==> config.mk <==
export PLATFORM = sky130hd
export DESIGN_NAME = ex_mem_stage
export DESIGN_NICKNAME = d
export VERILOG_FILES = /design/src/rtl/ex_pkg.sv /design/src/rtl/ex_alu.sv /design/src/rtl/ex_mem_stage.sv
export SDC_FILE = /design/constraint.sdc
export NUM_CORES = 2
export LEC_CHECK = 0
export ABC_AREA = 1
export BUFFER_PORTS_ARGS = -buffer_cell sky130_fd_sc_hd__buf_4
export CAP_MARGIN = 20
export CORE_ASPECT_RATIO = 1.4
export CORE_MARGIN = 2
export CORE_UTILIZATION = 30
export CTS_CLUSTER_DIAMETER = 30
export DETAILED_ROUTE_END_ITERATION = 16
export MAX_ROUTING_LAYER = met4
export PLACE_DENSITY_LB_ADDON = 0.15
export SYNTH_ARGS = -nofsm -noshare
export SYNTH_HDL_FRONTEND = slang
export SYNTH_HIERARCHICAL = 1
export SYNTH_SLANG_ARGS = --single-unit
==> constraint.sdc <==
create_clock -name clk -period 10 [get_ports clk]
set_input_delay 1 -clock clk [delete_from_list [all_inputs] [get_ports clk]]
set_output_delay 1 -clock clk [all_outputs]
set_load 0.01 [all_outputs]
==> src/rtl/ex_pkg.sv <==
// Shared definitions for the execute stage: ALU opcodes, branch conditions and stage states.
package ex_pkg;

  localparam logic [3:0] ALU_AND  = 4'b0000;
  localparam logic [3:0] ALU_OR   = 4'b0001;
  localparam logic [3:0] ALU_ADD  = 4'b0010;
  localparam logic [3:0] ALU_SLL  = 4'b0011;
  localparam logic [3:0] ALU_XOR  = 4'b0100;
  localparam logic [3:0] ALU_SRL  = 4'b0101;
  localparam logic [3:0] ALU_SUB  = 4'b0110;
  localparam logic [3:0] ALU_SLT  = 4'b0111;
  localparam logic [3:0] ALU_SLTU = 4'b1000;
  localparam logic [3:0] ALU_SRA  = 4'b1001;
  localparam logic [3:0] ALU_MUL  = 4'b1010;

  localparam logic [2:0] BR_EQ  = 3'b000;
  localparam logic [2:0] BR_NE  = 3'b001;
  localparam logic [2:0] BR_LT  = 3'b100;
  localparam logic [2:0] BR_GE  = 3'b101;
  localparam logic [2:0] BR_LTU = 3'b110;
  localparam logic [2:0] BR_GEU = 3'b111;

  typedef enum logic {
    IDLE     = 1'b0,
    MUL_BUSY = 1'b1
  } ex_state_t;

endpackage

==> src/rtl/ex_alu.sv <==
// Combinational ALU (all single-cycle operations) plus the branch condition comparator.
module ex_alu
  import ex_pkg::*;
#(
  parameter int XLEN = 64
) (
  input  logic [3:0]      i_alu_ctrl,
  input  logic [2:0]      i_br_funct3,
  input  logic [XLEN-1:0] i_a,
  input  logic [XLEN-1:0] i_b,
  output logic [XLEN-1:0] o_result,
  output logic            o_cond
);

  localparam int SHW = $clog2(XLEN);

  logic [SHW-1:0]         w_shamt;
  logic                   w_eq;
  logic                   w_lt;
  logic                   w_ltu;
  logic signed [XLEN-1:0] w_sra;

  assign w_shamt = i_b[SHW-1:0];
  assign w_eq    = (i_a == i_b);
  assign w_lt    = ($signed(i_a) < $signed(i_b));
  assign w_ltu   = (i_a < i_b);
  assign w_sra   = $signed(i_a) >>> w_shamt;

  // The multiply opcode is not handled here; it falls to the zero default like any unknown code.
  always_comb begin
    o_result = '0;
    case (i_alu_ctrl)
      ALU_AND:  o_result = i_a & i_b;
      ALU_OR:   o_result = i_a | i_b;
      ALU_ADD:  o_result = i_a + i_b;
      ALU_SLL:  o_result = i_a << w_shamt;
      ALU_XOR:  o_result = i_a ^ i_b;
      ALU_SRL:  o_result = i_a >> w_shamt;
      ALU_SUB:  o_result = i_a - i_b;
      ALU_SLT:  o_result = {{(XLEN-1){1'b0}}, w_lt};
      ALU_SLTU: o_result = {{(XLEN-1){1'b0}}, w_ltu};
      ALU_SRA:  o_result = w_sra;
      default:  o_result = '0;
    endcase
  end

  always_comb begin
    o_cond = 1'b0;
    case (i_br_funct3)
      BR_EQ:   o_cond = w_eq;
      BR_NE:   o_cond = !w_eq;
      BR_LT:   o_cond = w_lt;
      BR_GE:   o_cond = !w_lt;
      BR_LTU:  o_cond = w_ltu;
      BR_GEU:  o_cond = !w_ltu;
      default: o_cond = 1'b0;
    endcase
  end

endmodule

==> src/rtl/ex_mem_stage.sv <==
// Execute stage with integrated EX/MEM valid/ready register.
// Define EX_MUL_EN to compile in the iterative shift-add multiplier (ALU code 1010).
module ex_mem_stage
  import ex_pkg::*;
#(
  parameter int XLEN = 64,
  parameter int REGW = 5
) (
  input  logic            clk,
  input  logic            rst,
  input  logic            flush,
  input  logic            in_valid,
  output logic            in_ready,
  input  logic [3:0]      alu_ctrl,
  input  logic [2:0]      br_funct3,
  input  logic [XLEN-1:0] rd1,
  input  logic [XLEN-1:0] rd2,
  input  logic [XLEN-1:0] pc,
  input  logic [XLEN-1:0] imm,
  input  logic            branch,
  input  logic            memwrite,
  input  logic            memread,
  input  logic            memtoreg,
  input  logic            regwrite,
  input  logic [REGW-1:0] write_reg,
  output logic            out_valid,
  input  logic            out_ready,
  output logic [XLEN-1:0] alu_result_out,
  output logic [XLEN-1:0] store_data_out,
  output logic [XLEN-1:0] pc_target_out,
  output logic            taken_out,
  output logic [REGW-1:0] write_reg_out,
  output logic            branch_out,
  output logic            memwrite_out,
  output logic            memread_out,
  output logic            memtoreg_out,
  output logic            regwrite_out
);

  logic [XLEN-1:0] w_alu_result;
  logic [XLEN-1:0] w_pc_target;
  logic [XLEN-1:0] w_mul_product;
  logic            w_cond;
  logic            w_taken;
  logic            w_accept;
  logic            w_is_mul;
  logic            w_mul_done;
  logic            w_in_ready;

  logic            r_out_valid;
  logic [XLEN-1:0] r_alu_result;
  logic [XLEN-1:0] r_store_data;
  logic [XLEN-1:0] r_pc_target;
  logic            r_taken;
  logic [REGW-1:0] r_write_reg;
  logic            r_branch;
  logic            r_memwrite;
  logic            r_memread;
  logic            r_memtoreg;
  logic            r_regwrite;

  ex_alu #(.XLEN(XLEN)) u_alu (
    .i_alu_ctrl  (alu_ctrl),
    .i_br_funct3 (br_funct3),
    .i_a         (rd1),
    .i_b         (rd2),
    .o_result    (w_alu_result),
    .o_cond      (w_cond)
  );

  assign w_pc_target = pc + (imm << 1);
  assign w_taken     = branch && w_cond;
  assign w_accept    = in_valid && w_in_ready && !flush;
  assign in_ready    = w_in_ready;

`ifdef EX_MUL_EN
  localparam int CNTW = $clog2(XLEN);

  ex_state_t       r_state;
  ex_state_t       w_state_next;
  logic [XLEN-1:0] r_mcand;
  logic [XLEN-1:0] r_mplier;
  logic [XLEN-1:0] r_acc;
  logic [CNTW-1:0] r_cnt;

  assign w_is_mul      = (alu_ctrl == ALU_MUL);
  assign w_in_ready    = (r_state == IDLE) && (!r_out_valid || out_ready);
  assign w_mul_product = r_acc + (r_mplier[0] ? r_mcand : '0);

  always_ff @(posedge clk or posedge rst) begin
    if (rst) r_state <= IDLE;
    else     r_state <= w_state_next;
  end

  always_comb begin
    w_state_next = r_state;
    w_mul_done   = 1'b0;
    if (flush) begin
      w_state_next = IDLE;
    end else begin
      case (r_state)
        IDLE:     if (w_accept && w_is_mul) w_state_next = MUL_BUSY;
        MUL_BUSY: if (r_cnt == CNTW'(XLEN-1)) begin
                    w_state_next = IDLE;
                    w_mul_done   = 1'b1;
                  end
        default:  w_state_next = IDLE;
      endcase
    end
  end

  // One multiplier bit per cycle; the final step's partial sum goes straight to the output register.
  always_ff @(posedge clk or posedge rst) begin
    if (rst) begin
      r_mcand  <= '0;
      r_mplier <= '0;
      r_acc    <= '0;
      r_cnt    <= '0;
    end else if (w_accept && w_is_mul) begin
      r_mcand  <= rd1;
      r_mplier <= rd2;
      r_acc    <= '0;
      r_cnt    <= '0;
    end else if (r_state == MUL_BUSY) begin
      r_acc    <= w_mul_product;
      r_mcand  <= r_mcand << 1;
      r_mplier <= r_mplier >> 1;
      r_cnt    <= r_cnt + 1'b1;
    end
  end
`else
  assign w_is_mul      = 1'b0;
  assign w_in_ready    = !r_out_valid || out_ready;
  assign w_mul_done    = 1'b0;
  assign w_mul_product = '0;
`endif

  // A multiply accept loads the side fields now (register is empty) and the product later.
  always_ff @(posedge clk or posedge rst) begin
    if (rst) begin
      r_out_valid  <= 1'b0;
      r_alu_result <= '0;
      r_store_data <= '0;
      r_pc_target  <= '0;
      r_taken      <= 1'b0;
      r_write_reg  <= '0;
      r_branch     <= 1'b0;
      r_memwrite   <= 1'b0;
      r_memread    <= 1'b0;
      r_memtoreg   <= 1'b0;
      r_regwrite   <= 1'b0;
    end else if (flush) begin
      r_out_valid  <= 1'b0;
    end else if (w_accept) begin
      r_out_valid  <= !w_is_mul;
      r_alu_result <= w_alu_result;
      r_store_data <= rd2;
      r_pc_target  <= w_pc_target;
      r_taken      <= w_taken;
      r_write_reg  <= write_reg;
      r_branch     <= branch;
      r_memwrite   <= memwrite;
      r_memread    <= memread;
      r_memtoreg   <= memtoreg;
      r_regwrite   <= regwrite;
    end else if (w_mul_done) begin
      r_out_valid  <= 1'b1;
      r_alu_result <= w_mul_product;
    end else if (out_ready) begin
      r_out_valid  <= 1'b0;
    end
  end

  assign out_valid      = r_out_valid;
  assign alu_result_out = r_alu_result;
  assign store_data_out = r_store_data;
  assign pc_target_out  = r_pc_target;
  assign taken_out      = r_taken;
  assign write_reg_out  = r_write_reg;
  assign branch_out     = r_branch;
  assign memwrite_out   = r_memwrite;
  assign memread_out    = r_memread;
  assign memtoreg_out   = r_memtoreg;
  assign regwrite_out   = r_regwrite;

endmodule

# After elaboration in Yosys (flattened, before gate mapping)
# Index checks and enable logic that the tools add are counted.
# word_totals
word_cells,56
regBits,204
out_inout_bits,205
# classes
n_lt_le_gt_ge,2
reduce_logical,13
add_sub_neg,3
eq_ne,15
n_shift,3
bitwise,4
muxes,5
# ops
op,count
64-bit case mux with 10 select lines,1
64-bit adder,2
64-bit less-than comparator,2
64-bit AND,1
64-bit equality test,1
64-bit bitwise OR,1
64-bit by 6-bit left shift with 64-bit output,1
64-bit by 6-bit >> shifter with 64-bit output,1
64-bit by 6-bit >>> shifter with 64-bit output,1
64-bit subtractor,1
64-bit XOR,1
"4-bit by 3-bit equality test with 1-bit output, second input constant",4
"3-bit equality test, second input constant",4
"4-bit by 2-bit equality test with 1-bit output, second input constant",2
"4-bit equality test, second input constant",2
1-bit case mux with 6 select lines,1
1-bit logical NOT,5
"4-bit by 1-bit equality test with 1-bit output, second input constant",1
4-bit logical NOT,1
"3-bit by 1-bit equality test with 1-bit output, second input constant",1
1-bit logical AND,3
3-bit logical NOT,1
1-bit two-way mux,3
3-bit nonzero test,1
3 further kinds,3

# Logic depth before layout (Yosys ltp)
# depth
word_depth,6
depth_mapped,22

# Hierarchy
# Netlist, hierarchy kept.
# modules_own_cells
module,cells_each,area_each_um2,instances,seq_area_each_um2
ex_alu,5009,23696.5,1,0.0
ex_mem_stage,2047,13140.1,1,5104.9

# Worst setup path before layout
# No wires, ideal clock.
# synth_path
path_kind,input port to flip-flop
from,in rd2[4]
to,"reg r_taken, in the netlist taken_out"
setup_slack_ns,6.522
path_buffers,4
setup_ns,0.117
arrival_time_ns,3.361
stages,22
path_cell_list,inv_1 clkbuf_1 buf_2 buf_1 ha_1 buf_2 nor2_1 nand2_1 clkinv_1 nand2_1 nand2_1 nand2_1 nand2_2 nand2_1 nand2_2 nand2_2 nand2_2 nand2_1 nand3_1 nand3_1 nand3_1 nand2_1
# synth_via
elab_chain_cells,4
elab_cells_between_ends,8
classes_between,order compare: 2; eq/ne: 1; mux: 1; reduce/logical: 4
# synth_rtl
item,line,source
start: declaration,ex_mem_stage.sv:17,"input logic [XLEN-1:0] rd2,"
64-bit less-than comparator (tied with other cells),ex_alu.sv:26,assign w_ltu = (i_a < i_b);
"1-bit logical NOT, on equally long branches","ex_alu.sv:55, ex_alu.sv:51, ex_alu.sv:53",
1-bit case mux with 6 select lines *,ex_alu.sv:49,case (i_br_funct3)
via w_cond,ex_mem_stage.sv:43,logic w_cond;
1-bit logical AND *,ex_mem_stage.sv:72,assign w_taken = branch && w_cond;
end signal: assignment,ex_mem_stage.sv:159,r_taken <= w_taken;
end: declaration,ex_mem_stage.sv:54,logic r_taken;
# The timed path passes the listed nets; every way through them passes the cells marked *.
# A chain may end at the register's enable or synchronous reset.

# Worst setup path after layout
# layout_path
from,in rd2[1]
to,"reg r_alu_result[39], in the netlist alu_result_out[39]"
# layout_via
elab_chain_cells,2
elab_cells_between_ends,6
classes_between,add/sub: 2; shift: 3; mux: 1
# layout_rtl
item,line,source
64-bit subtractor (tied with other cells),ex_alu.sv:39,ALU_SUB: o_result = i_a - i_b;
64-bit case mux with 10 select lines *,ex_alu.sv:32,case (i_alu_ctrl)
via w_alu_result[39],ex_mem_stage.sv:40,logic [XLEN-1:0] w_alu_result;
end signal: assignment,ex_mem_stage.sv:156,r_alu_result <= w_alu_result;
end signal: assignment,ex_mem_stage.sv:168,r_alu_result <= w_mul_product;
end: declaration,ex_mem_stage.sv:51,logic [XLEN-1:0] r_alu_result;
# Marked as above.

==> results.ini <==
[outcome]
outcome = completed

[power_and_ir_drop]
power.share.clock_pct = 33.3
power_switching_mw = 2.533
worst_ir_drop_vdd_v = 0.0001699
switching_share_pct = 45.91
power.leakage_nw = 25.11
sequential_cell_fraction_of_total_power_pct = 19.4
comb_power_share_pct = 47.3
power.internal_mw = 2.984
pwr_density_cell_nw_per_um2 = 126.7

[global_route]
vias_in_the_first_global_route = 45892
number_of_antenna_violations_at_the_first_check_in_global_routing = 20
grt_pass1_wl_microns = 349500
use_met3_pct = 6.925
globalRoute.totalOverflow = 0
groute.layer.met2.usage_pct = 69.96
groute.layer.met1.usage_pct = 38.32
grt_max_degree = 154
grt_use_total_pct = 41.09
globalRoute.busiestLayer = met2

[place]
dp.final_hpwl_microns = 218200
gpl.final_weighted_congestion = 1.072
placement.io_buffers = 481

[critical_path]
crit_path_cell_trace = buf_4 -> buf_4 -> buf_4 -> o211ai_2 -> nand3_1 -> nand2_1 -> nand3_1 -> o21ai_0 -> a21oi_1 -> nand4_1 -> nand2_1 -> nand2_1
critPathMaxFanout = 65
worstSetupStartpointType = input port
worst_path_dominant_cell_family = buffers and inverters
worst_setup_path_end = alu_result_out[39]
r2r-start = out_valid
worstSetupPathDepth = 12
critical_path_required_ps = 10520
setup.worst_path.start = rd2[1]
r2r_end = alu_result_out[46]
r2r_slack_ps = 6600
worst_ep_arrival_time_ps = 5240
worstPathBufferInverterCount = 3
critPathMaxStageDelay_ps = 700
crit_path_end_kind = flip-flop
setup.worst_path.class = in2reg
worst_path_slowest_cell = sky130_fd_sc_hd__buf_4
worst_r2r_path_depth = 8

[clock_network]
ctsHoldBuffers = 0
cts_tree = built
clock_tree.htree_level_count = 2
post_cts_buffers = 0
cts-buffers-inserted = 53
cts.reportedPaths.clkPinSlew_ps = 50
worstSkewPairLatency_ps = 640
resized_gates_after_cts = 0
cts_max_path_buffers = 3
cts.sinks = 204
ctsRootBufferMaster = sky130_fd_sc_hd__clkbuf_16

[logic_synthesis]
synth_top_family_by_area = simple AND/OR/NAND/NOR gates
post_synth_xor_area_fraction_pct = 0.6895
ys_seq_elements = 204
synth_edf_count = 0
avgSynthCellArea_sq_um = 5.221
synth.lib_cells_used.distinct = 57
async_reset_ff_share_pct = 100.0
multiplexer_fraction_of_the_synthesized_cell_area_pct = 0
post_syn_area_sq_um = 36840
synth.yosys.seq_area_share_pct = 13.86
synth_adder_area_share_pct = 8.960
dominantRegCellSynth = sky130_fd_sc_hd__dfrtp_1
compound_cell_area_share_of_the_yosys_netlist_pct = 9.381
postSynthCellCount = 7056
syn-num-nets = 7596
yosys.area_share.simple_pct = 52.59
yosys_warnings = 6

[detailed_routing]
initialDrtViolationCount = 4078
drc_errors = 0
wl_per_cell_microns = 28.57
ant_nets = 0
routed-via-count = 47707
wl_microns = 258400
drt_pass1_iterations = 8
route.detailed.vias_per_inst = 5.274

[final_layout]
flow.area_growth_from_synthesis_pct = 18.17
total_nets_final = 7907
final_layout_size_suffix_gt1_share_pct = 10.36
layout.cells.most_common_list = 2860 x sky130_fd_sc_hd__nand2_1, 1030 x sky130_fd_sc_hd__nand3_1, 1026 x sky130_fd_sc_hd__inv_1, 531 x sky130_fd_sc_hd__buf_4, 453 x sky130_fd_sc_hd__nor2_1
layout.cells.most_common = sky130_fd_sc_hd__nand2_1
fillers = 14416

[sta]
skew_ps = 16.66
finalHoldWorstSlack_ps = 469.2
final_max_slew_viol_count = 0
max_clock_freq_ghz = 0.2120
fin_crit_ps = 4718
timing.final.setup_violations = 0
timing_hold_violations_final = 0
max-slew-margin-rel_pct = 12.83
rsz_0062_raised_after_global_routing = false
layout_worst_path_cycle_share_pct = 47.18
worst-slew-pin-transition_ps = 1294
timing.setup.tns_ps = 0

[min_path]
hold_class = reg2reg
worst_hold_start = write_reg_out[3]

[floorplanning]
die_w_microns = 300.2
die_area_sq_um = 125600
num_rows = 152
coreArea_sq_um = 122300
io-pin-count = 483
fp.dieH_microns = 418.6
floorplan.initialDensity_pct = 30.12

[run]
maxCapViolCount = 0

-- sequential cells by signal (all words and copies together) (netlist names) --
signal,cells
alu_result_out,64
branch_out,1
memread_out,1
memtoreg_out,1
memwrite_out,1
out_valid,1
pc_target_out,64
regwrite_out,1
store_data_out,64
taken_out,1
write_reg_out,5
-- layer usage --
metal  vias to the layer above  share of wire [%]
met5                         -                  0
met4                         0                 12
met3                       728                5.9
met2                      1942                 49
met1                     22213                 33
li1                      22824                  -
-- kinds of logic after synthesis --
group                    after synthesis
AND/OR/NAND/NOR                     4616
XOR/XNOR                              29
AO/OA/AOI/OAI                        614
buffers and inverters               1331
adder cells (fa/ha/maj)              262
flip-flops                           204
-- cell type report --
type                            count  area [sq um]  share of cell area, %
Inverter                         1052          3975                  9.132
Tap cell                         1617          2023                  4.648
Clock buffer                       68          1483                  3.406
Antenna cell                       18         45.04                 0.1035
Sequential cell                   204          5105                  11.73
Timing Repair Buffer              535          4066                  9.342
Multi-Input combinational cell   5521         26410                  60.68
Clock inverter                     31         416.7                 0.9572
-- worst min-delay path by stage --
stage,endpoint,slack [ps],cells past startpoint
5_1_grt,store_data_out[12],480,2
3_5_place_dp,store_data_out[24],460,2
4_1_cts,store_data_out[24],470,2
6_report,write_reg_out[3],470,2
3_3_place_gp,store_data_out[40],450,2
2_1_floorplan,alu_result_out[0],510,2
-- tightest hold or removal path, stage by stage, from the launching register on --
cell	delay (ps)
sky130_fd_sc_hd__dfrtp_1	330
sky130_fd_sc_hd__nand2_1	50
sky130_fd_sc_hd__nand2_1	50
-- cells in the mapped netlist, drive strengths merged, types with 7 or more instances --
cell / n / area share, %
or2: 7 / 0.12
a31oi: 12 / 0.20
nand3: 1039 / 14
nand4: 62 / 1.1
nor3: 55 / 0.91
o21bai: 25 / 0.51
nor2: 483 / 5.2
ha: 259 / 8.8
o22ai: 44 / 0.75
nand3b: 13 / 0.26
clkbuf: 72 / 0.75
inv: 1049 / 11
and2: 38 / 0.65
dfrtp: 204 / 14
nor4: 11 / 0.20
o211ai: 31 / 0.73
o21ai: 205 / 2.8
xnor2: 28 / 0.67
buf: 207 / 3.0
a211oi: 15 / 0.31
a21oi: 258 / 3.5
nand2: 2904 / 30
-- through the flow --
stage / worst slack, ps / utilization (%) / std cells / total power, mW / instance area, sq um
4_1_cts: 5514 / 35.56 / 9028 / 5.516 / 43480
2_1_floorplan: 3433 / - / 7056 / 2.398 / 36840
6_report: 5282 / 35.59 / 9046 / 5.517 / 43530
3_5_place_dp: 4840 / 34.00 / 8929 / 3.649 / 41580
5_1_grt: 5224 / 35.59 / 9043 / 5.765 / 43520
3_3_place_gp: 4801 / 34.00 / 8929 / 3.643 / 41580
-- power by group through the flow --
stage                     sequential, mW  combinational, mW  clock (mW)
after CTS                           1.07               2.58        1.87
after global placement              1.08               2.56           0
after floorplan                     1.13               1.27           0
after detailed placement            1.08               2.57           0
final                               1.07               2.61        1.84
after global routing                1.09               2.78        1.90
Note: power is estimated with default switching activity, not from simulation.
